<file path="src/rtl/alu_arbiter.sv">
// alu_arbiter: round-robin sharing of one combinational ALU between two requesters,
// with registered ALU inputs, a programmable settle time and a shared result bus.
module alu_arbiter #(
    parameter int DATA_WIDTH = 32,
    parameter int OPRN_WIDTH = 6,
    parameter int ALU_WAIT   = 1
) (
    input  logic                  CLK,
    input  logic                  RST,
    input  logic                  REQ0,
    input  logic [DATA_WIDTH-1:0] OP1_0,
    input  logic [DATA_WIDTH-1:0] OP2_0,
    input  logic [OPRN_WIDTH-1:0] OPRN_0,
    input  logic                  REQ1,
    input  logic [DATA_WIDTH-1:0] OP1_1,
    input  logic [DATA_WIDTH-1:0] OP2_1,
    input  logic [OPRN_WIDTH-1:0] OPRN_1,
    output logic                  ACK0,
    output logic                  ACK1,
    output logic [DATA_WIDTH-1:0] RESULT,
    output logic                  RES_ZERO,
    output logic                  RES_ERR,
    output logic [DATA_WIDTH-1:0] ALU_OP1,
    output logic [DATA_WIDTH-1:0] ALU_OP2,
    output logic [OPRN_WIDTH-1:0] ALU_OPRN,
    input  logic [DATA_WIDTH-1:0] ALU_OUT,
    input  logic [DATA_WIDTH-1:0] ALU_ZERO
);
    typedef enum logic [1:0] {IDLE, EXEC, DONE} state_t;
    state_t                state_q, state_d;
    logic                  ptr_q, ptr_d, win_q, win_d;
    logic [3:0]            cnt_q, cnt_d;
    logic                  ack0_q, ack0_d, ack1_q, ack1_d;
    logic                  zero_q, zero_d, err_q, err_d;
    logic [DATA_WIDTH-1:0] result_q, result_d, op1_q, op1_d, op2_q, op2_d;
    logic [OPRN_WIDTH-1:0] oprn_q, oprn_d;
    logic                  sel, legal;
    logic [OPRN_WIDTH-1:0] sel_oprn;
    logic                  unused_zero;

    // requester 1 wins when alone, or when both ask and the pointer favours it
    assign sel         = REQ1 & (~REQ0 | ptr_q);
    assign sel_oprn    = sel ? OPRN_1 : OPRN_0;
    assign legal       = (sel_oprn != '0) && (sel_oprn <= OPRN_WIDTH'(9));
    assign unused_zero = ^ALU_ZERO[DATA_WIDTH-1:1];

    always_comb begin
        state_d  = state_q;
        ptr_d    = ptr_q;
        win_d    = win_q;
        cnt_d    = cnt_q;
        ack0_d   = 1'b0;
        ack1_d   = 1'b0;
        result_d = result_q;
        zero_d   = zero_q;
        err_d    = err_q;
        op1_d    = op1_q;
        op2_d    = op2_q;
        oprn_d   = oprn_q;
        case (state_q)
            IDLE: if (REQ0 || REQ1) begin
                win_d    = sel;
                op1_d    = sel ? OP1_1 : OP1_0;
                op2_d    = sel ? OP2_1 : OP2_0;
                oprn_d   = sel_oprn;
                cnt_d    = 4'(ALU_WAIT - 1);
                state_d  = legal ? EXEC : DONE;
                result_d = legal ? result_q : '0;
                zero_d   = legal & zero_q;
                err_d    = ~legal | err_q;
                ack0_d   = ~legal & ~sel;
                ack1_d   = ~legal & sel;
            end
            EXEC: begin
                cnt_d = (cnt_q == 4'd0) ? cnt_q : cnt_q - 4'd1;
                if (cnt_q == 4'd0) begin
                    result_d = ALU_OUT;
                    zero_d   = ALU_ZERO[0];
                    err_d    = 1'b0;
                    state_d  = DONE;
                    ack0_d   = ~win_q;
                    ack1_d   = win_q;
                end
            end
            DONE: begin
                ptr_d   = ~win_q;
                state_d = IDLE;
            end
            default: state_d = IDLE;
        endcase
    end

    always_ff @(posedge CLK or negedge RST) begin
        if (!RST) begin
            state_q  <= IDLE;
            ptr_q    <= 1'b0;
            win_q    <= 1'b0;
            cnt_q    <= '0;
            ack0_q   <= 1'b0;
            ack1_q   <= 1'b0;
            result_q <= '0;
            zero_q   <= 1'b0;
            err_q    <= 1'b0;
            op1_q    <= '0;
            op2_q    <= '0;
            oprn_q   <= '0;
        end else begin
            state_q  <= state_d;
            ptr_q    <= ptr_d;
            win_q    <= win_d;
            cnt_q    <= cnt_d;
            ack0_q   <= ack0_d;
            ack1_q   <= ack1_d;
            result_q <= result_d;
            zero_q   <= zero_d;
            err_q    <= err_d;
            op1_q    <= op1_d;
            op2_q    <= op2_d;
            oprn_q   <= oprn_d;
        end
    end

    assign ACK0     = ack0_q;
    assign ACK1     = ack1_q;
    assign RESULT   = result_q;
    assign RES_ZERO = zero_q;
    assign RES_ERR  = err_q;
    assign ALU_OP1  = op1_q;
    assign ALU_OP2  = op2_q;
    assign ALU_OPRN = oprn_q;
endmodule

</file>
<file path="config.mk">
export PLATFORM = sky130hd
export DESIGN_NAME = alu_arbiter
export DESIGN_NICKNAME = d
export VERILOG_FILES = /design/src/rtl/alu_arbiter.sv
export SDC_FILE = /design/constraint.sdc
export NUM_CORES = 1
export LEC_CHECK = 0
export ABC_AREA = 1
export ABC_CLOCK_PERIOD_IN_PS = 1450
export BUFFER_PORTS_ARGS = -buffer_cell sky130_fd_sc_hd__buf_2
export CELL_PAD_IN_SITES_DETAIL_PLACEMENT = 1
export CELL_PAD_IN_SITES_GLOBAL_PLACEMENT = 1
export CORE_MARGIN = 2
export CORE_UTILIZATION = 27
export CTS_CLUSTER_SIZE = 8
export DETAILED_ROUTE_END_ITERATION = 10
export PLACE_DENSITY = 0.83
export SLEW_MARGIN = 20
export SYNTH_ARGS = -nofsm -noshare
export SYNTH_HDL_FRONTEND = slang
export SYNTH_SLANG_ARGS = --single-unit
</file>
<file path="constraint.sdc">
create_clock -name CLK -period 1.45 [get_ports CLK]
set_input_delay 0.29 -clock CLK [delete_from_list [all_inputs] [get_ports CLK]]
set_output_delay 0.29 -clock CLK [all_outputs]
set_load 0.01 [all_outputs]
</file>
Yosys cells after proc, flatten, opt, wreduce, memory -nomap -nowiden
Index checks and enable logic that the tools add are counted.
Word-level totals
  bits in registers: 114
  latch bits: 0
  bits in writable memories: 0
  memory bits (read-only): 0
  output and inout bits: 106
  memories: 0
Operators by class
  $add $sub $neg: 1
  multiply operators: 0
  divide/modulo/power cells: 0
  order comparisons: 1
  equal/unequal tests: 6
  shift-type cells: 0
  muxes and demuxes: 26
  bitwise logic cells: 10
  reductions and logical operators: 11
Operators by type and width (count)
  two-way mux 32 bit: 5
  case mux 32 bit (2 select lines): 1
  two-way mux 1 bit: 8
  two-way mux 4 bit: 2
  != test 2 bit (second input constant): 4
  case mux 1 bit (2 select lines): 4
  case mux 4 bit (2 select lines): 1
  <= comparator 6 x 4 -> 1 bit (second input constant): 1
  two-way mux 2 bit: 3
  two-way mux 6 bit: 1
  AND reduction 3 bit: 2
  nonzero test 6 bit: 1
  AND 1 bit: 4
  logical NOT 4 bit: 1
  NOT 1 bit: 4
  case mux 2 bit (2 select lines): 1
  AND reduction 2 bit: 2
  AND reduction 4 bit: 1
  subtractor 4 x 1 -> 4 bit (second input constant): 1
  equality test 2 x 1 -> 1 bit (second input constant): 1
  equality test 2 bit (second input constant): 1
  logical NOT 2 bit: 1
  OR 1 bit: 2
  nonzero test 2 bit: 1
  other kinds (2): 2

Logic depth before layout (Yosys ltp)
Gate-level depths: netlist of the first run.
  depth after elaboration: 10
  gate-level depth with buffers: 12

Worst setup path after synthesis of the first run
OpenSTA, ideal clock, no wires.
  path type: register to register
  start point: reg cnt_q[0]
  end point: reg result_q[23] (netlist: RESULT[23])
  library setup time: 118 ps
  arrival: 1374 ps
  path slack: -42 ps
  stages on the path, launching flop included: 11
  path buffers: 1
  path through: dfrtp_1 > inv_1 > ha_1 > nand3_1 > nor2_2 > inv_2 > nand2_2 > nand2_4 > buf_6 > nand3_1 > nand2_1
On the way
  longest elaborated chain between the ends: 3
Ends and longest elaborated chain
  start, declared: line 32  | logic [3:0] cnt_q, cnt_d;
  start signal, assigned: line 111  | cnt_q <= cnt_d;
  logical NOT 4 bit: line 76  | if (cnt_q == 4'd0) begin
  != test 2 bit (no source line)
  AND reduction 4 bit (no source line)
  end signal, assigned: line 114  | result_q <= result_d;
  end, declared: line 35  | logic [DATA_WIDTH-1:0] result_q, result_d, op1_q, op1_d, op2_q, op2_d;
Every way passes these cells.
A chain may end at the register's enable or synchronous reset.

Final worst setup path of the first run
  start point: reg ptr_q
  end point: reg result_q[24] (netlist: RESULT[24])
On the way
  longest elaborated chain between the ends: 7
  elaborated cells between the ends (all ways): 8
  classes of those cells: order compare (1); eq/ne (1); mux (1); bitwise (2); reduce/logical (3)
Ends and longest elaborated chain
  start, declared: line 31  | logic ptr_q, ptr_d, win_q, win_d;
  start signal, assigned: line 109  | ptr_q <= ptr_d;
  OR 1 bit (*): line 42  | assign sel = REQ1 & (~REQ0 | ptr_q);
  AND 1 bit (*): line 42
  two-way mux 6 bit (*): line 43  | assign sel_oprn = sel ? OPRN_1 : OPRN_0;
  <= comparator 6 x 4 -> 1 bit / nonzero test 6 bit (equally long branches): line 44  | assign legal = (sel_oprn != '0) && (sel_oprn <= OPRN_WIDTH'(9));
  logical AND 1 bit (*): line 44
  != test 2 bit (no source line) (*)
  AND reduction 4 bit (no source line) (*)
Mark *: on every way between the ends. The rest lies on a longest branch, timed or not.

==> metrics.txt, run 1 <==
outcome=finished, violations left; violated checks=negative setup slack; layout cells sized above 1=58.2%; Setup crit start kind=flip-flop; Final Max Slew Viols=0; post-layout instance area=around 9800 um^2; met1 WL=~9100 um; R2R depth=12; #FFs+latches synth=approximately 110; Slew headroom=between 70% and 80%; power per cell area=1930 nW/um^2; Sw Ratio=between 30% and 40%; total track usage=between 20% and 30%; final WL=between 20,000 and 30,000 um; Reg power frac=between 20% and 30%; Vias/cell=4.74; crit path DAT=between 1500 and 2000 ps; Worst Path Required=around 1800 ps; clk sink count=between 100 and 150; crit-path max cell delay=slightly below 400 ps; first-pass GRT wire length=about 36,000 um; post-route DRC violation count=0; Clk pwr share=24.0%; Fin Setup TNS=-12,150 ps; DR top layer=met4; met3 WL=around 2200 um; Final Skew=5.09 ps; sequential area share after synthesis=a little over half; Placed Cells=about 1,200; 1st-iter DRT viols=roughly 200; Final #Nets=between 1,000 and 1,500; row count=slightly above 50; clk root buf=clkbuf_16; Die H=144 um; Pleak=roughly 5.8 nW; largest net degree at the start of global routing=66; First-pass DRT Iterations=4; CP max-delay cell=dfrtp_1; Layout area overhead=86.3%; Worst setup EP type=flip-flop; core footprint=between 15,000 and 20,000 um^2; vias post-DR=between 6,000 and 7,000; Finished Layout Cells=between 1,000 and 1,500; commonest non-fill, non-tap cell in the layout=buf_2; RSZ-0062 raised after global routing=true; Num CTS Buffers=17; hold depth=3; clk_lat worst skew=slightly above 400 ps; Final WS setup=-208 ps; H-tree Lvls=4; most frequent cells in the layout=buf_2, nand2_1, dfrtp_1, nand2_4, nand3_1; WL met2=approximately 13,000 um; Peak VDD IR=0.781 mV; top cell type's share of synthesized area=between 50 and 60%; Clock Path Buffers=2; Final setup viols=98; Synth area leader=dfrtp_1; routability cong.=0.754; Mapped Area=~5300 um^2; IO Count=about 310; maximum fanout along the worst path=24; worst-margin pin slew=roughly 370 ps; Chip Width=144 um; final antenna-violating net count=0; Syn Area/Cell=between 7 and 8 um^2; gr ovfl total=0; Int Power=approximately 11 mW; Starting Density=between 20% and 30%; fmax=0.603 GHz; CTS tree=yes; Avg WL per Cell=a little under 20 um; Hold WS=between 80 and 90 ps; min-delay worst type=input port to flip-flop; Comb power frac=49.1%; Gate Count Post-Synth=around 670; die area=a little over 20,000 um^2; Synthesis Warnings=0; initial antenna violation count=0; Reg clk slew, reported paths=about 60 ps; max-cap violations=0; CP most frequent cell=nand2_2; Period minus WS final=around 1700 ps; Port Buffers=between 200 and 300; Final Hold Vio Count=0; Area contributors post-synth=dfrtp_1, nand2_1, nand3_1; vias in the first global route=6,777; switching power=around 7.4 mW; CP Cell Sequence=inv_2, nand2_8, buf_6, nand3_2, nand2_2, nor2_4, nand2_2, nand3_4, nand2_4, buf_12, nand3_1, nand2_1; Post-DP HPWL=13,700 um; syn nets=roughly 880; period utilization=114%; ANT cells=0; WS Path Type=flip-flop to flip-flop; DP Area=7320 um^2; post-synthesis cell type count=24
what timing repair did:
action                                  4_1_cts  5_1_grt
pin swaps                                    34       36
setup buffers                                22        0
gates cloned                                 18        0
resized for setup                           228       99
hold endpoints to repair                    114        0
hold buffers                                  1        0
endpoints found under the setup margin      105      107
cell families after synthesis:
family	count (synthesis)	synth area share [%]
simple gates	447	36.3
compound gates	18	1.88
fa+ha+maj	2	0.476
flops	114	54.2
buf+inv	84	7.09
worst max-delay path, delay by kind of cell, from the launching register on:
kind	cells	cell delay, ps
AND/OR/NAND/NOR	9	760
buffers and inverters	3	400
flip-flops	1	390
power by group through the flow:
stage               sequential (mW)  combinational (mW)  clock [mW]
floorplan                      5.55                2.52           0
global placement               4.95                5.86           0
detailed placement             5.02                6.03           0
CTS                            4.99                8.72        4.61
global route                   5.21                9.89        4.77
finish                         5.09                9.27        4.54
final cells by class:
type                            count  area (um^2)
Timing Repair Buffer              360         2640
Fill cell                        2245         9470
Inverter                           46          179
Tap cell                          265          332
Clock buffer                       22          474
Clock inverter                     10          155
Multi-Input combinational cell    468         3160
Sequential cell                   114         2850
metrics by stage:
step                      setup slack (ps)  power [mW]  utilization, %
after detailed placement              -220        11.1            38.0
after global routing                  -305        19.9            50.9
final                                 -208        18.9            50.9
after global placement                -157        10.8            38.0
after CTS                             -198        18.3            49.1
after floorplan                       5.99        8.07               -
registers in the layout (all words and copies together) (netlist names), 2 cells and up:
signal	cells
state_q	2
ALU_OP1	32
ALU_OPRN	6
RESULT	32
ALU_OP2	32
cnt_q	4
cells in the mapped netlist, drive strengths merged:
cell    instances
nor3            2
nand3b          2
nor2           46
a31oi           5
a21oi           3
o21ai           9
ha              2
dfrtp         114
nand3         140
clkbuf          8
o21bai          1
inv            46
nand2         256
buf            30
nand4           1
layer usage:
metal | up-vias | GRT usage (%)
li1 | 2802 | -
met1 | 2962 | 24.2
met2 | 270 | 41.8
met3 | 57 | 7.43
met4 | 0 | 11.2
met5 | - | 0
final timing paths:
check / startpoint / end / slack (ps)
worst max-delay path: ptr_q / RESULT[24] / -210
worst min-delay path: ALU_ZERO[0] / RES_ZERO / 80
worst max register to register: ptr_q / RESULT[24] / -210
worst min register to register: RESULT[31] / RESULT[31] / 490
max in group asynchronous: RST / ALU_OP1[12] / 670
min in group asynchronous: RST / RESULT[27] / 230
(Power assumes the default switching activity.)
==> inputs of run 2 (changes only) <==
--- a/config.mk
+++ b/config.mk
@@ -6,15 +6,15 @@
 export NUM_CORES = 1
 export LEC_CHECK = 0
 export ABC_AREA = 1
-export ABC_CLOCK_PERIOD_IN_PS = 1450
+export ABC_CLOCK_PERIOD_IN_PS = 1700
 export BUFFER_PORTS_ARGS = -buffer_cell sky130_fd_sc_hd__buf_2
 export CELL_PAD_IN_SITES_DETAIL_PLACEMENT = 1
 export CELL_PAD_IN_SITES_GLOBAL_PLACEMENT = 1
 export CORE_MARGIN = 2
-export CORE_UTILIZATION = 27
+export CORE_UTILIZATION = 30
 export CTS_CLUSTER_SIZE = 8
 export DETAILED_ROUTE_END_ITERATION = 10
-export PLACE_DENSITY = 0.83
+export PLACE_DENSITY = 0.87
 export SLEW_MARGIN = 20
 export SYNTH_ARGS = -nofsm -noshare
 export SYNTH_HDL_FRONTEND = slang
==> constraint.sdc (replaced) <==
create_clock -name CLK -period 1.7 [get_ports CLK]
set_input_delay 0.34 -clock CLK [delete_from_list [all_inputs] [get_ports CLK]]
set_output_delay 0.34 -clock CLK [all_outputs]
set_load 0.01 [all_outputs]
==> run 2 against run 1 <==
Compared with the run above: the flow now finishes without violations; critical path depth stayed put; routed wire length decreased by 25%; sequential power fell by 16%; die area decreased by 9.7%; worst setup slack improved by 220 ps; clock power fell by 23%; largest power group unchanged.
==> metrics.txt, run 2 (synthesized netlist as in run 1, its figures left out) <==
CP Cell Sequence=inv_2, nand2_4, buf_6, nand3_1, nand2_1, nor2_2, nand2_2, nand3_4, nand2_8, clkbuf_16, nand3_2, nand2_1; vias post-DR=5,675 (-6.8%); gr ovfl total=0 (unchanged); CP most frequent cell=nand2_1; Slew headroom=72.2% (-2.9 points); Num CTS Buffers=17 (unchanged); total track usage=19.5% (-3.7 points); post-route DRC violation count=0 (unchanged); Layout area overhead=51.0%; Post-DP HPWL=13,500 um (-1.2%); R2R depth=12 (unchanged); Worst path top cell family by delay=simple AND/OR/NAND/NOR gates; global route hottest layer=met2; WS Path Type=flip-flop to flip-flop; Starting Density=30.5% (+3.2 points); Reg clk slew, reported paths=60 ps (about the same); Final Max Slew Viols=0 (unchanged); post-layout instance area=7940 um^2 (-19%); Port Buffers=282 (unchanged); clk root buf=clkbuf_16; critical path depth in cells=12 (unchanged); largest net degree at the start of global routing=65 (-1.5%); 1st-iter DRT viols=186 (-5.6%); CP max-delay cell=dfrtp_1; Hold WS=137 ps (+56.4 ps); Peak VDD IR=0.702 mV (-10%); Worst Path Required=2000 ps (+250 ps); Clock Path Buffers=2 (unchanged); outcome=finished, final reports clean; Vias/cell=4.74 (about the same); H-tree Lvls=4 (unchanged); global routing usage on met3=7.05% (-0.38 points); crit-path max cell delay=380 ps (about the same); worst-margin pin slew=416 ps (+41.4 ps); Final Skew=14.6 ps (+9.53 ps); most frequent cells in the layout=buf_2, nand2_1, nand3_1, dfrtp_1, inv_1; final WL=19,200 um (-25%); maximum fanout along the worst path=6 (-75%); initial antenna violation count=1 (+1); clk_lat worst skew=420 ps (about the same); die area=18,600 um^2 (-9.7%); hold depth=3 (unchanged); commonest non-fill, non-tap cell in the layout=buf_2; first-pass GRT wire length=28,300 um (-22%); First-pass DRT Iterations=4 (unchanged); final antenna-violating net count=0 (unchanged); core footprint=17,200 um^2 (-11%); routability cong.=0.758 (+0.49%); fmax=0.593 GHz (-1.6%); row count=48 (-5.9%); worst reg2reg setup slack=10 ps (+220 ps); Die H=136 um (-5.0%); Chip Width=136 um (-5.0%); CTS tree=yes; min-delay worst type=input port to flip-flop; Avg WL per Cell=16.0 um (-20%); DP Area=7070 um^2 (-3.5%); GRT met2 Usage=33.9% (-7.9 points); IO Count=314 (unchanged); Final Hold Vio Count=0 (unchanged); PnR Total Power=13.0 mW (-31%); Pleak=4.46 nW (-23%); Final #Nets=1,170 (-3.9%); max-cap violations=0 (unchanged); power per cell area=1640 nW/um^2 (-15%); Setup crit start kind=flip-flop; Worst setup EP type=flip-flop; crit path DAT=1990 ps (+30 ps); vias in the first global route=5,810 (-14%); clk sink count=114 (unchanged); Final setup viols=0 (-100%); period utilization=99.1% (-15 points); crit path buf inv count=3 (unchanged); layout cells sized above 1=39.9% (-18 points); Period minus WS final=1690 ps (+27.4 ps); met1 usage in global routing=21.7% (-2.5 points)
## run 2: cell types whose count changed in the layout (fill, tap and decap cells not counted), moves of 7 or more
cell     before  now
buf_4        26   15
buf_8         7    0
nand2_2      32    9
buf_12       20   10
buf_16       15    0
nand2_1     142  242
nand3_2      66   16
nand3_1      72  122
nand2_4      81    4
## run 2: power breakdown
part | internal, mW | total [mW] | switching [mW]
clock | 2.22 | 3.49 | 1.27
combinational | 2.11 | 5.26 | 3.15
sequential | 3.73 | 4.27 | 0.538
## run 2: worst min-delay path, delay by kind of cell
family	cells	cell delay, ps
AND/OR/NAND/NOR	2	90
buffers and inverters	1	80
## run 2: layout make-up
type                    instances  area (um^2)
flip-flops and latches        114         2850
multi-input cells             468         2240
clock buffers                  22          464
inverters                      46          173
repair buffers                313         1820
well taps                     225          282
clock inverters                 9          106
fillers                      2169         9290
diodes                          1         2.50
## run 2: per-layer routing
metal	part of all wire, %	wire, um	up-vias
li1	-	-	2708
met1	38	7310	2740
met2	51	9840	205
met3	8.8	1690	22
met4	1.7	320	0
met5	0	0	-
## run 2: timing repair
action / in CTS / in global routing
resized for setup: 0 / 43
setup buffers: 0 / 5
setup endpoints to repair: 0 / 37
endpoints found under the hold margin: 22 / 0
hold buffers: 1 / 0
## run 2: path summary, 6_finish.rpt
check,start,to
setup / recovery,ptr_q,RESULT[31]
max in group asynchronous,RST,ALU_OPRN[3]
min in group asynchronous,RST,RESULT[26]
setup reg to reg,ptr_q,RESULT[31]
hold / removal,OP2_0[25],ALU_OP2[25]
hold reg to reg,ALU_OPRN[1],ALU_OPRN[1]
## run 2: per-stage QoR
| stage | instances | setup WS, ps | utilization [%] | setup TNS, ps |
|---|---|---|---|---|
| finish | 1198 | 14.7 | 46.1 | 0 |
| global route | 1198 | -83.5 | 46.1 | -904 |
| CTS | 1188 | 6.53 | 44.4 | 0 |
| detailed placement | 1156 | -9.01 | 41.0 | -9.01 |
| global placement | 1156 | 68.0 | 41.0 | 0 |
| floorplan | 665 | 208 | - | 0 |
==> inputs of run 3 (changes only) <==
--- a/config.mk
+++ b/config.mk
@@ -15,6 +15,7 @@
 export CTS_CLUSTER_SIZE = 8
 export DETAILED_ROUTE_END_ITERATION = 10
 export PLACE_DENSITY = 0.87
+export REMOVE_ABC_BUFFERS = 1
 export SLEW_MARGIN = 20
 export SYNTH_ARGS = -nofsm -noshare
 export SYNTH_HDL_FRONTEND = slang
==> run 3 against run 2 <==
Compared with the run above: the flow now finishes with violations (negative setup slack); sequential share of layout area fell by 1.4 points; utilization increased by 1.8 points; flip-flop and latch count is the same; power increased by 5.5%.
==> metrics.txt, run 3 (synthesized netlist as in run 1, its figures left out) <==
Int Power=8.42 mW (+4.5%); clk_lat worst skew=410 ps (about the same); Worst Path Required=2000 ps (about the same); Final #Nets=1,178 (+0.68%); fmax=0.560 GHz (-5.6%); Avg WL per Cell=17.8 um (+12%); vias in the first global route=5,997 (+3.2%); total track usage=20.9% (+1.4 points); Clock Path Buffers=2 (unchanged); FILL cells=2,148 (-0.97%); Starting Density=30.5% (unchanged); die area=18,600 um^2 (unchanged); row count=48 (unchanged); H-tree Lvls=4 (unchanged); power per cell area=1660 nW/um^2 (+1.5%); Placed Cells=1,161 (+0.43%); Die H=136 um (unchanged); min-delay worst type=input port to flip-flop; Worst setup EP type=flip-flop; routability cong.=0.807 (+6.5%); Worst path top cell family by delay=simple AND/OR/NAND/NOR gates; largest net degree at the start of global routing=63 (-3.1%); Vias/cell=4.82 (+1.8%); IO Count=314 (unchanged); initial antenna violation count=1 (unchanged); crit path DAT=2090 ps (+100 ps); maximum fanout along the worst path=6 (unchanged); Period minus WS final=1790 ps (+100 ps); Final WS setup=-85.4 ps (-100 ps); Peak VDD IR=0.699 mV (-0.37%); Port Buffers=282 (unchanged); CP max-delay cell=dfrtp_1; first-pass GRT wire length=30,000 um (+6.1%); Final Skew=11.4 ps (-3.21 ps); clk sink count=114 (unchanged); switching power=5.31 mW (+7.1%); Sw Ratio=38.7% (+0.59 points); CP Cell Sequence=inv_2, nand2_8, nand3_1, nand2_4, nor2_1, nand2_2, nand3_4, nand2_8, clkbuf_16, nand3_1, nand2_1; final antenna-violating net count=0 (unchanged); Clk pwr share=26.9% (about the same); CTS tree=yes; Layout area overhead=57.0%; violated checks=negative setup slack; vias post-DR=5,814 (+2.4%); Setup crit start kind=flip-flop; Num CTS Buffers=17 (unchanged); worst r2r src=ptr_q; Pleak=4.56 nW (+2.4%); Slew headroom=70.8% (-1.3 points); most frequent cells in the layout=buf_2, nand2_1, dfrtp_1, nand3_1, nor2_1; WS Path Type=flip-flop to flip-flop; clk root buf=clkbuf_16; 1st-iter DRT viols=171 (-8.1%); Comb power frac=41.9% (+1.5 points); Chip Width=136 um (unchanged); Post-DP HPWL=14,500 um (+7.0%); crit path buf inv count=2 (-1); post-route DRC violation count=0 (unchanged); Final Hold Vio Count=0 (unchanged); crit-path max cell delay=400 ps (+20 ps); critical path startpoint=ptr_q; final WL=21,500 um (+12%); Reg clk slew, reported paths=60 ps (about the same); layout cells sized above 1=42.3% (+2.4 points); HP Start=OP1_0[28]; Final Max Slew Viols=0 (unchanged); First-pass DRT Iterations=4 (unchanged); gr ovfl total=0 (unchanged); worst-margin pin slew=436 ps (+19.6 ps); Final setup viols=33 (+33); RSZ-0062 raised after global routing=true; outcome=finished, violations left; commonest non-fill, non-tap cell in the layout=buf_2; max-cap violations=0 (unchanged); Finished Layout Cells=1,206 (+0.67%); period utilization=105% (+5.9 points); utilization after layout=47.9% (+1.8 points); core footprint=17,200 um^2 (unchanged); Reg power frac=31.2% (-1.6 points)
## run 3: power groups by stage
stage	clock network, mW	logic, mW	registers, mW
CTS	3.74	5.11	4.28
global route	3.86	6.28	4.40
detailed placement	0	5.06	4.31
global placement	0	4.88	4.24
floorplan	0	1.99	4.74
finish	3.69	5.75	4.29
## run 3: cell type report
cell class | count | area [um^2] | area share (%)
Timing Repair Buffer | 320 | 1950 | 23.6
Inverter | 46 | 175 | 2.12
Multi-Input combinational cell | 469 | 2400 | 29.0
Sequential cell | 114 | 2850 | 34.6
Tap cell | 225 | 282 | 3.41
Clock inverter | 11 | 135 | 1.64
Antenna cell | 1 | 2.50 | 0.0303
Clock buffer | 20 | 467 | 5.65
## run 3: final timing paths
kind	to	slack (ps)	cells past startpoint
hold / removal	ALU_OP1[28]	130	3
hold reg to reg	ALU_OP1[3]	490	2
setup reg to reg	RESULT[2]	-90	11
setup / recovery	RESULT[2]	-90	11
min in group asynchronous	RESULT[16]	280	2
max in group asynchronous	ALU_OP1[13]	830	3
## run 3: per-layer routing
layer | global-route usage [%] | routed length [um] | vias to the layer above
met5 | 0 | 0 | -
met4 | 7.81 | 370 | 0
met3 | 7.98 | 1770 | 28
met2 | 38.1 | 11400 | 228
met1 | 21.5 | 7970 | 2833
li1 | - | - | 2725
## run 3: worst reg2reg max path: stages (launching register included)
cell and delay [ps]:
dfrtp_1 400, inv_2 120, nand2_8 100, nand3_1 160, nand2_4 70, nor2_1 140, nand2_2 110, nand3_4 120
nand2_8 100, clkbuf_16 180, nand3_1 100, nand2_1 60
## run 3: per-stage QoR
stage          instance area [um^2]  power (mW)  hold WS (ps)  setup TNS [ps]  setup slack [ps]
2_1_floorplan                  5060        6.73          44.4         -349440             -3650
3_3_place_gp                   7120        9.12           152               0              29.5
3_5_place_dp                   7120        9.37           154            -188             -30.3
4_1_cts                        7750        13.1           116           -2.66             -2.66
5_1_grt                        8260        14.5           133           -4950              -174
6_report                       8260        13.7           135           -1580             -85.4
## run 3: timing repair
item / 4_1_cts / 5_1_grt
hold buffers: 1 / 0
gates resized for setup: 4 / 66
endpoints found under the setup margin: 16 / 38
endpoints found under the hold margin: 72 / 0
buffers inserted: 0 / 3
gates cloned: 0 / 9
pin swaps: 2 / 22
